[src/rtl/bp_update_queue_if.sv]
// bp_update_queue_if: branch-resolution input and predictor-update output bundle.
//   master drives: flush_bp_i, res_valid_i, res_pc_i, res_target_i, res_cf_i,
//                  res_taken_i, res_mispredict_i, upd_ready_i
//   slave drives:  upd_valid_o, upd_is_bht_o, upd_pc_o, upd_target_o, upd_taken_o,
//                  upd_mispredict_o, full_o, drop_cnt_o
interface bp_update_queue_if #(
  parameter int VLEN  = 32,
  parameter int PCLEN = 64,
  parameter int CNT_W = 16
);
  logic             flush_bp_i;
  logic             res_valid_i;
  logic [VLEN-1:0]  res_pc_i;
  logic [PCLEN-1:0] res_target_i;
  logic [2:0]       res_cf_i;
  logic             res_taken_i;
  logic             res_mispredict_i;
  logic             upd_ready_i;
  logic             upd_valid_o;
  logic             upd_is_bht_o;
  logic [VLEN-1:0]  upd_pc_o;
  logic [VLEN-1:0]  upd_target_o;
  logic             upd_taken_o;
  logic             upd_mispredict_o;
  logic             full_o;
  logic [CNT_W-1:0] drop_cnt_o;
  modport master (
    output flush_bp_i, res_valid_i, res_pc_i, res_target_i, res_cf_i, res_taken_i,
           res_mispredict_i, upd_ready_i,
    input  upd_valid_o, upd_is_bht_o, upd_pc_o, upd_target_o, upd_taken_o,
           upd_mispredict_o, full_o, drop_cnt_o
  );
  modport slave (
    input  flush_bp_i, res_valid_i, res_pc_i, res_target_i, res_cf_i, res_taken_i,
           res_mispredict_i, upd_ready_i,
    output upd_valid_o, upd_is_bht_o, upd_pc_o, upd_target_o, upd_taken_o,
           upd_mispredict_o, full_o, drop_cnt_o
  );
endinterface

[src/rtl/bp_update_queue.sv]
// bp_update_queue: buffers resolved Branch/JumpR outcomes and drains them in order
// to the BHT/BTB update port.
//   clk_i  : clock
//   rst_ni : asynchronous reset, active low
//   bus    : bp_update_queue_if.slave (res_* in, upd_ready_i in, upd_*/full_o/drop_cnt_o out)
//   cf encoding on res_cf_i: 0 NoCF, 1 Branch, 2 Jump, 3 JumpR, 4 Return
module bp_update_queue #(
  parameter int VLEN          = 32,
  parameter int PCLEN         = 64,
  parameter bit CHERI_PRESENT = 1'b1,
  parameter int DEPTH         = 4,
  parameter int CNT_W         = 16
) (
  input logic              clk_i,
  input logic              rst_ni,
  bp_update_queue_if.slave bus
);
  localparam int PW = $clog2(DEPTH);
  localparam int CW = PW + 1;
  localparam logic [2:0] CF_BRANCH = 3'd1;
  localparam logic [2:0] CF_JUMPR  = 3'd3;
  typedef struct packed {
    logic            is_bht;
    logic [VLEN-1:0] pc;
    logic [VLEN-1:0] tgt;
    logic            taken;
    logic            mis;
  } ent_t;
  ent_t             mem_q [DEPTH];
  logic [PW-1:0]    rd_q, rd_d, wr_q, wr_d;
  logic [CW-1:0]    cnt_q, cnt_d;
  logic [CNT_W-1:0] drop_q, drop_d;
  logic [VLEN-1:0]  tgt_raw;
  logic             cand, deq, enq, full, unused_tgt;
  ent_t             new_ent, head;
  // Capability targets carry the address in the low VLEN bits (the cursor).
  assign tgt_raw    = CHERI_PRESENT ? bus.res_target_i[VLEN-1:0] : VLEN'(bus.res_target_i);
  assign unused_tgt = ^(bus.res_target_i >> VLEN);
  assign full       = cnt_q == CW'(DEPTH);
  assign head       = mem_q[rd_q];
  always_comb begin
    cand    = bus.res_valid_i & (bus.res_cf_i == CF_BRANCH | bus.res_cf_i == CF_JUMPR);
    deq     = (cnt_q != '0) & bus.upd_ready_i;
    // A full queue still accepts when the head leaves in the same cycle.
    enq     = cand & ~bus.flush_bp_i & (~full | deq);
    new_ent = '{is_bht: bus.res_cf_i == CF_BRANCH, pc: bus.res_pc_i,
                tgt: tgt_raw & ~VLEN'(1), taken: bus.res_taken_i, mis: bus.res_mispredict_i};
    cnt_d   = bus.flush_bp_i ? '0 : cnt_q + CW'(enq) - CW'(deq);
    rd_d    = bus.flush_bp_i ? '0 : rd_q + PW'(deq);
    wr_d    = bus.flush_bp_i ? '0 : wr_q + PW'(enq);
    drop_d  = (cand & ~bus.flush_bp_i & full & ~deq & (drop_q != '1)) ? drop_q + 1'b1 : drop_q;
  end
  always_ff @(posedge clk_i or negedge rst_ni) begin
    if (!rst_ni) begin
      for (int i = 0; i < DEPTH; i++) mem_q[i] <= '0;
      rd_q   <= '0;
      wr_q   <= '0;
      cnt_q  <= '0;
      drop_q <= '0;
    end else begin
      if (enq) mem_q[wr_q] <= new_ent;
      rd_q   <= rd_d;
      wr_q   <= wr_d;
      cnt_q  <= cnt_d;
      drop_q <= drop_d;
    end
  end
  assign bus.upd_valid_o      = cnt_q != '0;
  assign bus.upd_is_bht_o     = head.is_bht;
  assign bus.upd_pc_o         = head.pc;
  assign bus.upd_target_o     = head.tgt;
  assign bus.upd_taken_o      = head.taken;
  assign bus.upd_mispredict_o = head.mis;
  assign bus.full_o           = full;
  assign bus.drop_cnt_o       = drop_q;
endmodule
[src/flat_wrapper.sv]
// flat-port wrapper written by rule: the top's interface ports become plain ports
module bp_update_queue_flat 
#(
  parameter int VLEN          = 32,
  parameter int PCLEN         = 64,
  parameter bit CHERI_PRESENT = 1'b1,
  parameter int DEPTH         = 4,
  parameter int CNT_W         = 16
)
  (clk_i, rst_ni, bus_flush_bp_i, bus_res_valid_i, bus_res_pc_i, bus_res_target_i, bus_res_cf_i, bus_res_taken_i, bus_res_mispredict_i, bus_upd_ready_i, bus_upd_valid_o, bus_upd_is_bht_o, bus_upd_pc_o, bus_upd_target_o, bus_upd_taken_o, bus_upd_mispredict_o, bus_full_o, bus_drop_cnt_o);
  bp_update_queue_if #(.VLEN(VLEN), .PCLEN(PCLEN), .CNT_W(CNT_W)) bus_i ();
  input logic clk_i;
  input logic rst_ni;
  input wire logic [$bits(bus_i.flush_bp_i)-1:0] bus_flush_bp_i;
  input wire logic [$bits(bus_i.res_valid_i)-1:0] bus_res_valid_i;
  input wire logic [$bits(bus_i.res_pc_i)-1:0] bus_res_pc_i;
  input wire logic [$bits(bus_i.res_target_i)-1:0] bus_res_target_i;
  input wire logic [$bits(bus_i.res_cf_i)-1:0] bus_res_cf_i;
  input wire logic [$bits(bus_i.res_taken_i)-1:0] bus_res_taken_i;
  input wire logic [$bits(bus_i.res_mispredict_i)-1:0] bus_res_mispredict_i;
  input wire logic [$bits(bus_i.upd_ready_i)-1:0] bus_upd_ready_i;
  output wire logic [$bits(bus_i.upd_valid_o)-1:0] bus_upd_valid_o;
  output wire logic [$bits(bus_i.upd_is_bht_o)-1:0] bus_upd_is_bht_o;
  output wire logic [$bits(bus_i.upd_pc_o)-1:0] bus_upd_pc_o;
  output wire logic [$bits(bus_i.upd_target_o)-1:0] bus_upd_target_o;
  output wire logic [$bits(bus_i.upd_taken_o)-1:0] bus_upd_taken_o;
  output wire logic [$bits(bus_i.upd_mispredict_o)-1:0] bus_upd_mispredict_o;
  output wire logic [$bits(bus_i.full_o)-1:0] bus_full_o;
  output wire logic [$bits(bus_i.drop_cnt_o)-1:0] bus_drop_cnt_o;
  assign bus_i.flush_bp_i = bus_flush_bp_i;
  assign bus_i.res_valid_i = bus_res_valid_i;
  assign bus_i.res_pc_i = bus_res_pc_i;
  assign bus_i.res_target_i = bus_res_target_i;
  assign bus_i.res_cf_i = bus_res_cf_i;
  assign bus_i.res_taken_i = bus_res_taken_i;
  assign bus_i.res_mispredict_i = bus_res_mispredict_i;
  assign bus_i.upd_ready_i = bus_upd_ready_i;
  assign bus_upd_valid_o = bus_i.upd_valid_o;
  assign bus_upd_is_bht_o = bus_i.upd_is_bht_o;
  assign bus_upd_pc_o = bus_i.upd_pc_o;
  assign bus_upd_target_o = bus_i.upd_target_o;
  assign bus_upd_taken_o = bus_i.upd_taken_o;
  assign bus_upd_mispredict_o = bus_i.upd_mispredict_o;
  assign bus_full_o = bus_i.full_o;
  assign bus_drop_cnt_o = bus_i.drop_cnt_o;
  bp_update_queue #(.VLEN(VLEN), .PCLEN(PCLEN), .CHERI_PRESENT(CHERI_PRESENT), .DEPTH(DEPTH), .CNT_W(CNT_W)) u_core (.clk_i(clk_i), .rst_ni(rst_ni), .bus(bus_i));
endmodule
[config.mk]
export PLATFORM = sky130hd
export DESIGN_NAME = bp_update_queue_flat
export DESIGN_NICKNAME = d
export VERILOG_FILES = /design/src/rtl/bp_update_queue_if.sv /design/src/rtl/bp_update_queue.sv /design/src/flat_wrapper.sv
export SDC_FILE = /design/constraint.sdc
export NUM_CORES = 1
export LEC_CHECK = 0
export ABC_AREA = 1
export CORE_UTILIZATION = 35
export DETAILED_ROUTE_END_ITERATION = 6
export SETUP_SLACK_MARGIN = 0.4
export SLEW_MARGIN = 20
export SYNTH_ARGS = -nofsm -noshare
export SYNTH_HDL_FRONTEND = slang
export SYNTH_SLANG_ARGS = --single-unit
[constraint.sdc]
create_clock -name clk_i -period 2.4 [get_ports clk_i]
set_input_delay 0.24 -clock clk_i [delete_from_list [all_inputs] [get_ports clk_i]]
set_output_delay 0.24 -clock clk_i [all_outputs]
set_load 0.05 [all_outputs]
==> flow_summary.rst, run 1 <==
.. list-table::
   :header-rows: 1

   * - Metric
     - Value
   * - First drt pass iteration count
     - 5
   * - Sw Ratio
     - 40.1%
   * - Net count of the finished layout
     - 1,775
   * - Dpl cell area
     - 16,400 um2
   * - Max-slew violations
     - 0
   * - Layout cell share with drive strength beyond 1
     - 30.5%
   * - Max-capacitance violation count
     - 0
   * - Top cell type's share of synthesized area
     - 53.5%
   * - Part of the power in registers
     - 23.0%
   * - Fraction of power consumed by the clock network
     - 21.5%
   * - Clock edge transition at the registers on the reported setup and hold paths
     - 60 ps
   * - Crit Path Class
     - flop to primary output
   * - Worst R2R Setup Slack
     - 540 ps
   * - Post-Layout Inst Area
     - 19,100 um2
   * - Post-layout util
     - 50.8%
   * - Number of buffers inserted during clock tree synthesis
     - 34
   * - TritonCTS clock tree
     - done
   * - CP endpoint kind
     - primary output
   * - Die X
     - 198 um
   * - Critical-path cell list
     - buf_12 -> buf_16 -> buf_16 -> nor2_2 -> o22ai_4 -> buf_12
   * - I/O Buffers
     - 156
   * - Setup TNS Final
     - 0 ps
   * - Synth warnings
     - 0
   * - Number of clock sinks
     - 287
   * - Cell Int Power
     - 14.9 mW
   * - Floorplan die area
     - 39,100 um2
   * - Antenna-violating nets left
     - 0
   * - Peak Freq
     - 0.447 GHz
   * - Deepest clock path buffer count
     - 3
   * - Detail Placement HPWL
     - 20.1 mm
   * - DR vias/cell
     - 5.04
   * - Fill cell instance count of the final layout
     - 3,547
   * - Wire length per cell
     - 18.4 um
   * - Final weighted congestion in routability-driven placement
     - 0.825
   * - Worst Setup Start Kind
     - flop
   * - Worst rel slew slack
     - 61.9%
   * - Shortest period the worst path allows
     - 2240 ps
   * - Tcrit/Tclk final
     - 93.2%
   * - Slowest library cell on the worst path
     - sky130_fd_sc_hd__dfrtp_4
   * - Global-route congestion overflow total
     - 0
   * - Remaining design rule violation count
     - 0
   * - Leakage power figure
     - 8.69 nW
   * - Top post-synthesis cells by area
     - sky130_fd_sc_hd__dfrtp_1 54%, sky130_fd_sc_hd__o21ai_1 8.0%, sky130_fd_sc_hd__nand2_1 7.5%
   * - Buffer type at the clock tree root
     - sky130_fd_sc_hd__clkbuf_16
   * - First-pass GRT wire length
     - 62.0 mm
   * - Share of power burned in combinational logic
     - 55.5%
   * - Register area
     - 7190 um2
   * - Share of synthesized area occupied by flip-flops and latches
     - 53.5%
   * - Worst hold-check slack
     - 304 ps
   * - Level count of the clock H-tree
     - 2
   * - I/O pins
     - 191
   * - Setup slack of the critical path after layout
     - 164 ps
   * - Number of global-route vias before repair
     - 11.0k
   * - Setup violation total in the final timing report
     - 0
   * - Via count
     - 11.1k
   * - Multi-input gate area in the final layout
     - 5990 um2
   * - Number of DRC markers in iteration 0
     - 776
   * - Initial cell density of the core
     - 35.6%
   * - Critical Path AT
     - 2000 ps
   * - Synth area leader
     - sky130_fd_sc_hd__dfrtp_1
   * - Total core area
     - 37,700 um2
   * - Register bit total from synthesis
     - 287
   * - Worst clock skew
     - 12.5 ps
   * - Actual slew at the worst max-slew pin
     - 572 ps
   * - Clock network latency to the later pin of the worst-skew pair
     - 510 ps
   * - Post-synthesis average cell area
     - 9.00 um2
   * - Area growth from synthesis to layout
     - 42.5%
   * - P per Cell Area
     - 1300 nW/um2
   * - Worst path max stage delay
     - 530 ps
   * - Hold Crit Class
     - primary input to async pin
   * - Largest net degree at the start of global routing
     - 95
   * - Final Hold Viols
     - 0
   * - Standard-cell rows
     - 71
   * - Post-synthesis instance total
     - 1,491
   * - Yosys cell types
     - 34
   * - Post-synthesis net count
     - 1,603
   * - Critical path required time
     - 2160 ps
   * - Mapped Area
     - 13,400 um2
   * - Height of the die
     - 198 um
   * - Initial antenna violation count
     - 0
   * - Switching power
     - 9.96 mW
   * - Outcome
     - complete, no violations
   * - DRT Wirelength
     - 40.6 mm
   * - RSZ-0062 raised after global routing
     - yes
   * - Overall track demand over capacity in global routing
     - 20.4%
   * - Antenna Cells
     - 0
   * - Placement-stage worst setup slack
     - 276 ps
   * - Peak ir drop on the vdd network
     - 0.936 mV
   * - Crit-path max FO
     - 9
area by class of cell:
class	instances	share of cell area (%)
repair buffers	237	19.6
clock buffers	51	5.59
flip-flops and latches	287	37.6
well taps	511	3.34
inverters	91	1.96
clock inverters	10	0.563
multi-input cells	1012	31.3
worst max-delay path: cells and delay by family, from the launching register on:
family	cells	cell delay (ps)
DFF	1	530
buffers and inverters	4	660
and+or+nand+nor	1	170
AOI/OAI and AO/OA	1	100
path summary, 6_finish.rpt:
path                                                      end  depth (start not counted)                           from
min in group clk_i               u_core.mem_q[17]$_DFFE_PN0P_                          3           bus_res_target_i[15]
worst max-delay path                         bus_upd_pc_o[19]                          6       u_core.rd_q[0]$_DFF_PN0_
worst max register to register      u_core.cnt_q[2]$_DFF_PN0_                          9      u_core.cnt_q[1]$_DFF_PN0_
max in group asynchronous       u_core.mem_q[111]$_DFFE_PN0P_                          3                         rst_ni
worst min register to register  u_core.mem_q[134]$_DFFE_PN0P_                          2  u_core.mem_q[134]$_DFFE_PN0P_
worst min-delay path             u_core.mem_q[61]$_DFFE_PN0P_                          2                         rst_ni
Yosys cell counts, drive strengths merged:
| library cell | number |
|---|---|
| clkinv | 1 |
| fa | 1 |
| o21ai | 400 |
| xor2 | 4 |
| inv | 90 |
| nand3 | 13 |
| dfrtp | 287 |
| nor3 | 2 |
| ha | 5 |
| nand4 | 6 |
| clkbuf | 47 |
| o22ai | 66 |
| nor2 | 160 |
| nor3b | 1 |
| conb | 1 |
| a21oi | 2 |
| buf | 54 |
| nand2 | 345 |
| xnor2 | 6 |
layout by cell type, fill, tap and decap left out, types with 19 or more instances in the layout:
| cell type | instances |
|---|---|
| sky130_fd_sc_hd__dfrtp_1 | 283 |
| sky130_fd_sc_hd__nand2_1 | 268 |
| sky130_fd_sc_hd__o21ai_1 | 251 |
| sky130_fd_sc_hd__nor2_1 | 91 |
| sky130_fd_sc_hd__buf_12 | 89 |
| sky130_fd_sc_hd__inv_1 | 84 |
| sky130_fd_sc_hd__nand2_2 | 76 |
| sky130_fd_sc_hd__o21ai_2 | 73 |
| sky130_fd_sc_hd__clkdlybuf4s50_1 | 71 |
| sky130_fd_sc_hd__o21ai_0 | 67 |
| sky130_fd_sc_hd__o22ai_2 | 60 |
| sky130_fd_sc_hd__nor2_2 | 47 |
| sky130_fd_sc_hd__clkbuf_16 | 46 |
| sky130_fd_sc_hd__buf_16 | 23 |
| sky130_fd_sc_hd__nor2_4 | 22 |
| sky130_fd_sc_hd__buf_4 | 19 |
power groups by stage:
stage	Sequential, mW	Clock (mW)	Combinational [mW]
2_1_floorplan	5.64	0	6.14
3_3_place_gp	5.69	0	11.1
3_5_place_dp	5.70	0	11.1
4_1_cts	5.68	5.44	13.2
5_1_grt	5.78	5.65	14.4
6_report	5.73	5.33	13.8
through the flow:
step / instances / total power [mW]
detailed placement: 2091 / 16.8
finish: 2199 / 24.9
CTS: 2186 / 24.3
global placement: 2091 / 16.7
floorplan: 1491 / 11.8
global route: 2199 / 25.8
registers in the layout (all words and copies together), names as in the netlist:
| signal | count |
|---|---|
| u_core.bus.drop_cnt_o | 16 |
| u_core.cnt_q | 3 |
| u_core.mem_q | 264 |
| u_core.rd_q | 2 |
| u_core.wr_q | 2 |
logic make-up after synthesis:
group	after synthesis	synth area share [%]
simple gates	527	17.0
flops	287	53.5
compound gates	468	19.9
fa+ha+maj	6	0.615
buf+inv	192	8.28
xor+xnor	10	0.653
other cells	1	0.0279
timing repair:
item	in CTS	in global routing
setup buffers	15	3
gates resized for setup	169	75
cloned	18	10
hold buffers	1	0
pin swaps	31	41
setup endpoints to repair	84	84
hold endpoints to repair	55	0
metal layers:
metal  global-route usage [%]  wire (um)  up-vias
li1                         -          -     5305
met1                     29.4      19500     5444
met2                     32.0      18300      296
met3                     3.27       2170       47
met4                     4.77        546        0
met5                        0          0        -
(Power assumes the default switching activity.)
==> run 2: changes to the inputs <==
--- a/config.mk
+++ b/config.mk
@@ -6,8 +6,11 @@
 export NUM_CORES = 1
 export LEC_CHECK = 0
 export ABC_AREA = 1
+export CELL_PAD_IN_SITES_DETAIL_PLACEMENT = 1
+export CELL_PAD_IN_SITES_GLOBAL_PLACEMENT = 1
 export CORE_UTILIZATION = 35
 export DETAILED_ROUTE_END_ITERATION = 6
+export PLACE_DENSITY_LB_ADDON = 0.1
 export SETUP_SLACK_MARGIN = 0.4
 export SLEW_MARGIN = 20
 export SYNTH_ARGS = -nofsm -noshare
==> flow_summary.rst, run 2 (synthesis gave the netlist of run 1 again) <==
.. list-table::
   :header-rows: 1

   * - Metric
     - Value
   * - Largest net degree at the start of global routing
     - 77
   * - Worst clock skew
     - 11.3 ps
   * - Wire length per cell
     - 17.9 um
   * - Clock edge transition at the registers on the reported setup and hold paths
     - 60 ps
   * - Critical-path cell list
     - clkinv_8 -> buf_12 -> buf_16 -> nor2_1 -> o22ai_2 -> buf_12
   * - Shortest period the worst path allows
     - 2190 ps
   * - Number of clock sinks
     - 287
   * - Cell class contributing the biggest share of worst-path delay
     - buffers and inverters
   * - Level count of the clock H-tree
     - 2
   * - Antenna Cells
     - 0
   * - Outcome
     - complete, no violations
   * - Multi-input gate area in the final layout
     - 5800 um2
   * - Tcrit/Tclk final
     - 91.2%
   * - Worst rel slew slack
     - 57.9%
   * - Worst Setup Start Kind
     - flop
   * - Design Power
     - 23.1 mW
   * - Biggest register
     - u_core.mem_q
   * - Setup TNS Final
     - 0 ps
   * - Cell occurring most often along the worst timing path
     - sky130_fd_sc_hd__buf_12
   * - P per Cell Area
     - 1270 nW/um2
   * - Crit-path max FO
     - 8
   * - RSZ-0062 raised after global routing
     - yes
   * - I/O pins
     - 191
   * - Final Hold Viols
     - 0
   * - Worst path max stage delay
     - 570 ps
   * - Initial cell density of the core
     - 35.6%
   * - Slowest library cell on the worst path
     - sky130_fd_sc_hd__dfrtp_4
   * - Max reg flops
     - 264
   * - Number of global-route vias before repair
     - 11.3k
   * - Net count of the finished layout
     - 1,746
   * - Antenna-violating nets left
     - 0
   * - Top library cells by usage in the layout, fill and taps aside
     - 283 x sky130_fd_sc_hd__dfrtp_1, 268 x sky130_fd_sc_hd__nand2_1, 238 x sky130_fd_sc_hd__o21ai_1
   * - Register area
     - 7190 um2
   * - Max-slew violations
     - 0
   * - DR vias/cell
     - 4.94
   * - Clock network latency to the later pin of the worst-skew pair
     - 500 ps
   * - Area growth from synthesis to layout
     - 35.8%
   * - First-pass GRT wire length
     - 61.5 mm
   * - Leakage power figure
     - 8.55 nW
   * - I/O Buffers
     - 156
   * - Peak Freq
     - 0.457 GHz
   * - Most common library cell in the layout ignoring fill and taps
     - sky130_fd_sc_hd__dfrtp_1
   * - Total core area
     - 37,700 um2
   * - Max-capacitance violation count
     - 0
   * - CP endpoint kind
     - primary output
   * - Via count
     - 10.7k
   * - Hold Crit Class
     - primary input to async pin
   * - Peak ir drop on the vdd network
     - 0.711 mV
   * - Global-route congestion overflow total
     - 0
   * - Initial antenna violation count
     - 0
   * - Final weighted congestion in routability-driven placement
     - 0.726
   * - Actual slew at the worst max-slew pin
     - 632 ps
   * - Critical path required time
     - 2160 ps
   * - Remaining design rule violation count
     - 0
   * - TritonCTS clock tree
     - done
   * - Number of DRC markers in iteration 0
     - 480
   * - Fill cell instance count of the final layout
     - 4,210
   * - Deepest clock path buffer count
     - 3
   * - Overall track demand over capacity in global routing
     - 19.8%
   * - Crit Path Class
     - flop to primary output
   * - Floorplan die area
     - 39,100 um2
   * - Number of buffers inserted during clock tree synthesis
     - 35
   * - Setup slack of the critical path after layout
     - 211 ps
   * - Buffer type at the clock tree root
     - sky130_fd_sc_hd__clkbuf_16
   * - Placement-stage worst setup slack
     - 236 ps
   * - Die X
     - 198 um
   * - Setup violation total in the final timing report
     - 0
   * - Critical Path AT
     - 1950 ps
   * - Worst Path Buf+Inv
     - 4
   * - Worst hold-check slack
     - 275 ps
   * - Height of the die
     - 198 um
   * - Detail Placement HPWL
     - 22.0 mm
   * - First drt pass iteration count
     - 5
   * - Standard-cell rows
     - 71
   * - DRT Wirelength
     - 38.8 mm
   * - Layout cell share with drive strength beyond 1
     - 26.5%
[run 2: cell count changes in the layout (fill, tap and decap cells not counted), moves of 5 or more]
| cell | previous run | this run |
|---|---|---|
| sky130_fd_sc_hd__nor2_1 | 91 | 135 |
| sky130_fd_sc_hd__nor2_2 | 47 | 15 |
| sky130_fd_sc_hd__dlygate4sd2_1 | 17 | 0 |
| sky130_fd_sc_hd__dlymetal6s2s_1 | 0 | 17 |
| sky130_fd_sc_hd__buf_16 | 23 | 7 |
| sky130_fd_sc_hd__o21ai_1 | 251 | 238 |
| sky130_fd_sc_hd__nor2_4 | 22 | 10 |
| sky130_fd_sc_hd__o21ai_0 | 67 | 79 |
| sky130_fd_sc_hd__buf_12 | 89 | 83 |
| sky130_fd_sc_hd__clkbuf_16 | 46 | 40 |
| sky130_fd_sc_hd__o21ai_2 | 73 | 78 |
[run 2: layout make-up]
cell class / count / area share (%)
multi-input cells: 1012 / 31.8
flip-flops and latches: 287 / 39.5
clock inverters: 7 / 0.343
inverters: 91 / 2.00
well taps: 511 / 3.51
clock buffers: 55 / 5.95
repair buffers: 207 / 16.9
[run 2: per-stage QoR]
| step | cells | util (%) | instance area [um2] |
|---|---|---|---|
| 2_1_floorplan | 1491 | - | 13800 |
| 3_3_place_gp | 2089 | 43.5 | 16400 |
| 3_5_place_dp | 2089 | 43.5 | 16400 |
| 4_1_cts | 2163 | 47.2 | 17800 |
| 5_1_grt | 2170 | 48.4 | 18200 |
| 6_report | 2170 | 48.4 | 18200 |
[run 2: path summary, 6_finish.rpt]
check	startpoint	to	slack (ps)	cells past startpoint
setup reg to reg	u_core.cnt_q[1]$_DFF_PN0_	u_core.cnt_q[2]$_DFF_PN0_	520	9
min in group clk_i	bus_res_pc_i[26]	u_core.mem_q[60]$_DFFE_PN0P_	370	3
max in group asynchronous	rst_ni	u_core.mem_q[228]$_DFFE_PN0P_	1380	3
setup / recovery	u_core.rd_q[0]$_DFF_PN0_	bus_upd_target_o[29]	210	6
hold / removal	rst_ni	u_core.mem_q[52]$_DFFE_PN0P_	280	2
hold reg to reg	u_core.mem_q[162]$_DFFE_PN0P_	u_core.mem_q[162]$_DFFE_PN0P_	480	2
[run 2: timing repair]
action / CTS / global route
setup buffers: 7 / 2
setup endpoints to repair: 85 / 106
hold buffers: 1 / 0
endpoints found under the hold margin: 47 / 0
pin swaps: 4 / 24
gates cloned: 4 / 5
gates resized for setup: 15 / 131
[run 2: report_power, final]
| group | internal [mW] | total, mW | switching [mW] |
|---|---|---|---|
| sequential | 5.33 | 5.67 | 0.343 |
| combinational | 5.31 | 12.2 | 6.92 |
| clock | 3.20 | 5.24 | 2.04 |
[run 2: worst register-to-register path: stages, from the launching register on]
cell and delay, ps:
sky130_fd_sc_hd__dfrtp_2 430, sky130_fd_sc_hd__nor2_4 170, sky130_fd_sc_hd__a21oi_2 90, sky130_fd_sc_hd__ha_1 270, sky130_fd_sc_hd__inv_1 60, sky130_fd_sc_hd__ha_1 130, sky130_fd_sc_hd__inv_1 50, sky130_fd_sc_hd__fa_1 370
sky130_fd_sc_hd__xor2_1 170, sky130_fd_sc_hd__nor2_1 90
[run 2: metal layers]
| layer | track usage, % | up-vias | wire (um) |
|---|---|---|---|
| met3 | 3.15 | 52 | 1460 |
| met1 | 26.9 | 5303 | 18300 |
| met2 | 33.4 | 149 | 18400 |
| met5 | 0 | - | 0 |
| li1 | - | 5218 | - |
| met4 | 4.13 | 0 | 644 |
==> run 3: changes to the inputs <==
--- a/config.mk
+++ b/config.mk
@@ -5,7 +5,7 @@
 export SDC_FILE = /design/constraint.sdc
 export NUM_CORES = 1
 export LEC_CHECK = 0
-export ABC_AREA = 1
+export ABC_AREA = 0
 export CELL_PAD_IN_SITES_DETAIL_PLACEMENT = 1
 export CELL_PAD_IN_SITES_GLOBAL_PLACEMENT = 1
 export CORE_UTILIZATION = 35
==> flow_summary.rst, run 3 <==
.. list-table::
   :header-rows: 1

   * - Metric
     - Value
   * - I/O Buffers
     - 156
   * - Floorplan die area
     - 37,300 um2
   * - Most common library cells after synthesis
     - 287 x sky130_fd_sc_hd__dfrtp_1, 163 x sky130_fd_sc_hd__mux2_2, 66 x sky130_fd_sc_hd__mux4_2
   * - Top routing layer in use
     - met4
   * - Area growth from synthesis to layout
     - 34.3%
   * - Number of DRC markers in iteration 0
     - 305
   * - Standard-cell rows
     - 69
   * - Setup violation total in the final timing report
     - 0
   * - Buffer type at the clock tree root
     - sky130_fd_sc_hd__clkbuf_16
   * - Yosys cell types
     - 38
   * - Share of synthesized area occupied by flip-flops and latches
     - 56.2%
   * - Violated checks
     - design-rule violations
   * - I/O pins
     - 191
   * - Initial antenna violation count
     - 0
   * - Register bit total from synthesis
     - 287
   * - Final Hold Viols
     - 0
   * - Prevailing post-synth register cell
     - sky130_fd_sc_hd__dfrtp_1
   * - Crit Path Class
     - flop to primary output
   * - Cell count after placement
     - 1,359
   * - Worst Setup Start Kind
     - flop
   * - CP endpoint kind
     - primary output
   * - First-pass GRT wire length
     - 50.7 mm
   * - Clock edge transition at the registers on the reported setup and hold paths
     - 60 ps
   * - Number of clock sinks
     - 287
   * - Max-capacitance violation count
     - 0
   * - Crit-path max FO
     - 5
   * - Design Power
     - 17.6 mW
   * - Met3 wire length
     - 1.65 mm
   * - Top post-synthesis cells by area
     - sky130_fd_sc_hd__dfrtp_1 56%, sky130_fd_sc_hd__mux2_2 14%, sky130_fd_sc_hd__mux4_2 12%
   * - Worst clock skew
     - 15.1 ps
   * - DR vias/cell
     - 5.13
   * - Top-count cell post-synth
     - sky130_fd_sc_hd__dfrtp_1
   * - Post-synthesis average cell area
     - 17.1 um2
   * - Actual slew at the worst max-slew pin
     - 600 ps
   * - Synth area leader
     - sky130_fd_sc_hd__dfrtp_1
   * - Proportion of synthesized flip-flops having asynchronous set or reset
     - 100%
   * - Worst rel slew slack
     - 59.9%
   * - Synth warnings
     - 0
   * - Top library cells by usage in the layout, fill and taps aside
     - 283 x sky130_fd_sc_hd__dfrtp_1, 163 x sky130_fd_sc_hd__mux2_2, 72 x sky130_fd_sc_hd__clkdlybuf4s50_1
   * - Remaining design rule violation count
     - 26
   * - Fill cell instance count of the final layout
     - 3,391
   * - Count of non-filler cells in the finished layout
     - 1,463
   * - RSZ-0062 raised after global routing
     - yes
   * - Most common library cell in the layout ignoring fill and taps
     - sky130_fd_sc_hd__dfrtp_1
   * - Total core area
     - 35,700 um2
   * - Post-synthesis instance total
     - 749
   * - Setup TNS Final
     - 0 ps
   * - Met2 WL post-DR
     - 18.1 mm
   * - First drt pass iteration count
     - 7
   * - Leakage power figure
     - 8.11 nW
   * - Max reg flops
     - 264
   * - Detail Placement HPWL
     - 20.8 mm
   * - Tcrit/Tclk final
     - 94.2%
   * - Level count of the clock H-tree
     - 2
   * - Critical path required time
     - 2160 ps
   * - Biggest register
     - u_core.mem_q
   * - Shortest period the worst path allows
     - 2260 ps
   * - Number of global-route vias before repair
     - 8,798
   * - Peak ir drop on the vdd network
     - 0.600 mV
   * - Clock network latency to the later pin of the worst-skew pair
     - 500 ps
   * - Height of the die
     - 193 um
   * - Top cell type's share of synthesized area
     - 56.2%
   * - Global-route congestion overflow total
     - 0
   * - Die X
     - 193 um
   * - Final weighted congestion in routability-driven placement
     - 0.707
   * - Dpl cell area
     - 15,000 um2
   * - Deepest clock path buffer count
     - 3
   * - TritonCTS clock tree
     - done
   * - Critical Path AT
     - 2020 ps
   * - Initial cell density of the core
     - 35.8%
   * - Mapped Area
     - 12,800 um2
   * - Antenna-violating nets left
     - 0
   * - Overall track demand over capacity in global routing
     - 17.7%
   * - Largest net degree at the start of global routing
     - 65
   * - Number of flops mapped to enable cells by yosys
     - 0
   * - Hold Crit Class
     - primary input to async pin
   * - Number of buffers inserted during clock tree synthesis
     - 34
   * - Wire length per cell
     - 23.7 um
   * - Post-synthesis net count
     - 861
   * - Max-slew violations
     - 0
   * - Via count
     - 7,501
   * - P per Cell Area
     - 1020 nW/um2
   * - Post-Layout Inst Area
     - 17,200 um2
   * - Outcome
     - finished, violations left
   * - Layout cell share with drive strength beyond 1
     - 50.6%
   * - Net count of the finished layout
     - 1,090
   * - DRT Wirelength
     - 34.7 mm
   * - Peak Freq
     - 0.442 GHz
   * - Sum of routed wire segments on met1
     - 14.2 mm
   * - Worst hold-check slack
     - 310 ps
## run 3: cell count changes after synthesis, sizes merged, moves of 84 or more
| cell | change |
|---|---|
| o21ai | -398 |
| nand2 | -339 |
| inv | -84 |
| mux2 | +266 |
| nor2 | -153 |
## run 3: worst paths after layout
check                                           endpoint  cells past startpoint                    startpoint  slack (ps)
setup / recovery                    bus_upd_target_o[22]                      4      u_core.rd_q[0]$_DFF_PN0_         140
hold / removal              u_core.mem_q[79]$_DFFE_PN0P_                      2                        rst_ni         310
setup reg to reg               u_core.cnt_q[2]$_DFF_PN0_                      9     u_core.cnt_q[0]$_DFF_PN0_         310
hold reg to reg             u_core.mem_q[87]$_DFFE_PN0P_                      1  u_core.mem_q[87]$_DFFE_PN0P_         480
max in group asynchronous   u_core.mem_q[21]$_DFFE_PN0P_                      4                        rst_ni        1290
min in group clk_i         u_core.mem_q[190]$_DFFE_PN0P_                      2              bus_res_pc_i[22]         420
## run 3: cell families after synthesis
kind of cell / Yosys count / synth area share [%]
AO/OA/AOI/OAI: 2 / 0.0783
XOR/XNOR: 17 / 1.16
adder cells (fa/ha/maj): 6 / 0.646
buffers and inverters: 51 / 2.96
flip-flops: 287 / 56.2
multiplexers: 332 / 36.2
other: 1 / 0.0293
AND/OR/NAND/NOR: 53 / 2.69
## run 3: worst max-delay path: stages (launching register included)
cell	delay (ps)
sky130_fd_sc_hd__dfrtp_4	470
sky130_fd_sc_hd__buf_4	170
sky130_fd_sc_hd__clkbuf_16	170
sky130_fd_sc_hd__mux4_2	490
sky130_fd_sc_hd__buf_4	200
## run 3: repair_timing
action                     CTS  global route
gates cloned                 1            21
hold endpoints to repair    54             0
resized for setup           29            70
hold buffers                 1             0
buffers inserted            11            10
pin swaps                    1             3
setup endpoints to repair  277           202
## run 3: area by class of cell
| cell class | instances | area (um2) | area share (%) |
|---|---|---|---|
| tap | 461 | 577 | 3.36 |
| clock buffer | 48 | 1020 | 5.93 |
| inverter | 6 | 25.0 | 0.146 |
| clock inverter | 11 | 180 | 1.05 |
| timing repair buffer | 238 | 2800 | 16.3 |
| sequential | 287 | 7190 | 41.9 |
| multi-input combinational | 411 | 5370 | 31.3 |
| antenna | 1 | 2.50 | 0.0146 |
## run 3: power breakdown
part	internal [mW]	total, mW	leakage (nW)	switching (mW)
clock	3.48	5.46	0.593	1.97
combinational	2.76	6.45	3.66	3.69
sequential	5.37	5.69	3.85	0.320
## run 3: stage by stage
step / util (%) / worst slack [ps]
finish: 48.0 / 140
global route: 48.0 / 82.3
CTS: 45.8 / 92.5
detailed placement: 42.0 / -41.2
global placement: 42.0 / -50.5
floorplan: - / 308
## run 3: per-layer routing
layer  GRT usage [%]  vias up
met2            31.1      141
met5               0        -
li1                -     3248
met4            5.35        0
met3            3.66       47
met1            21.9     4065
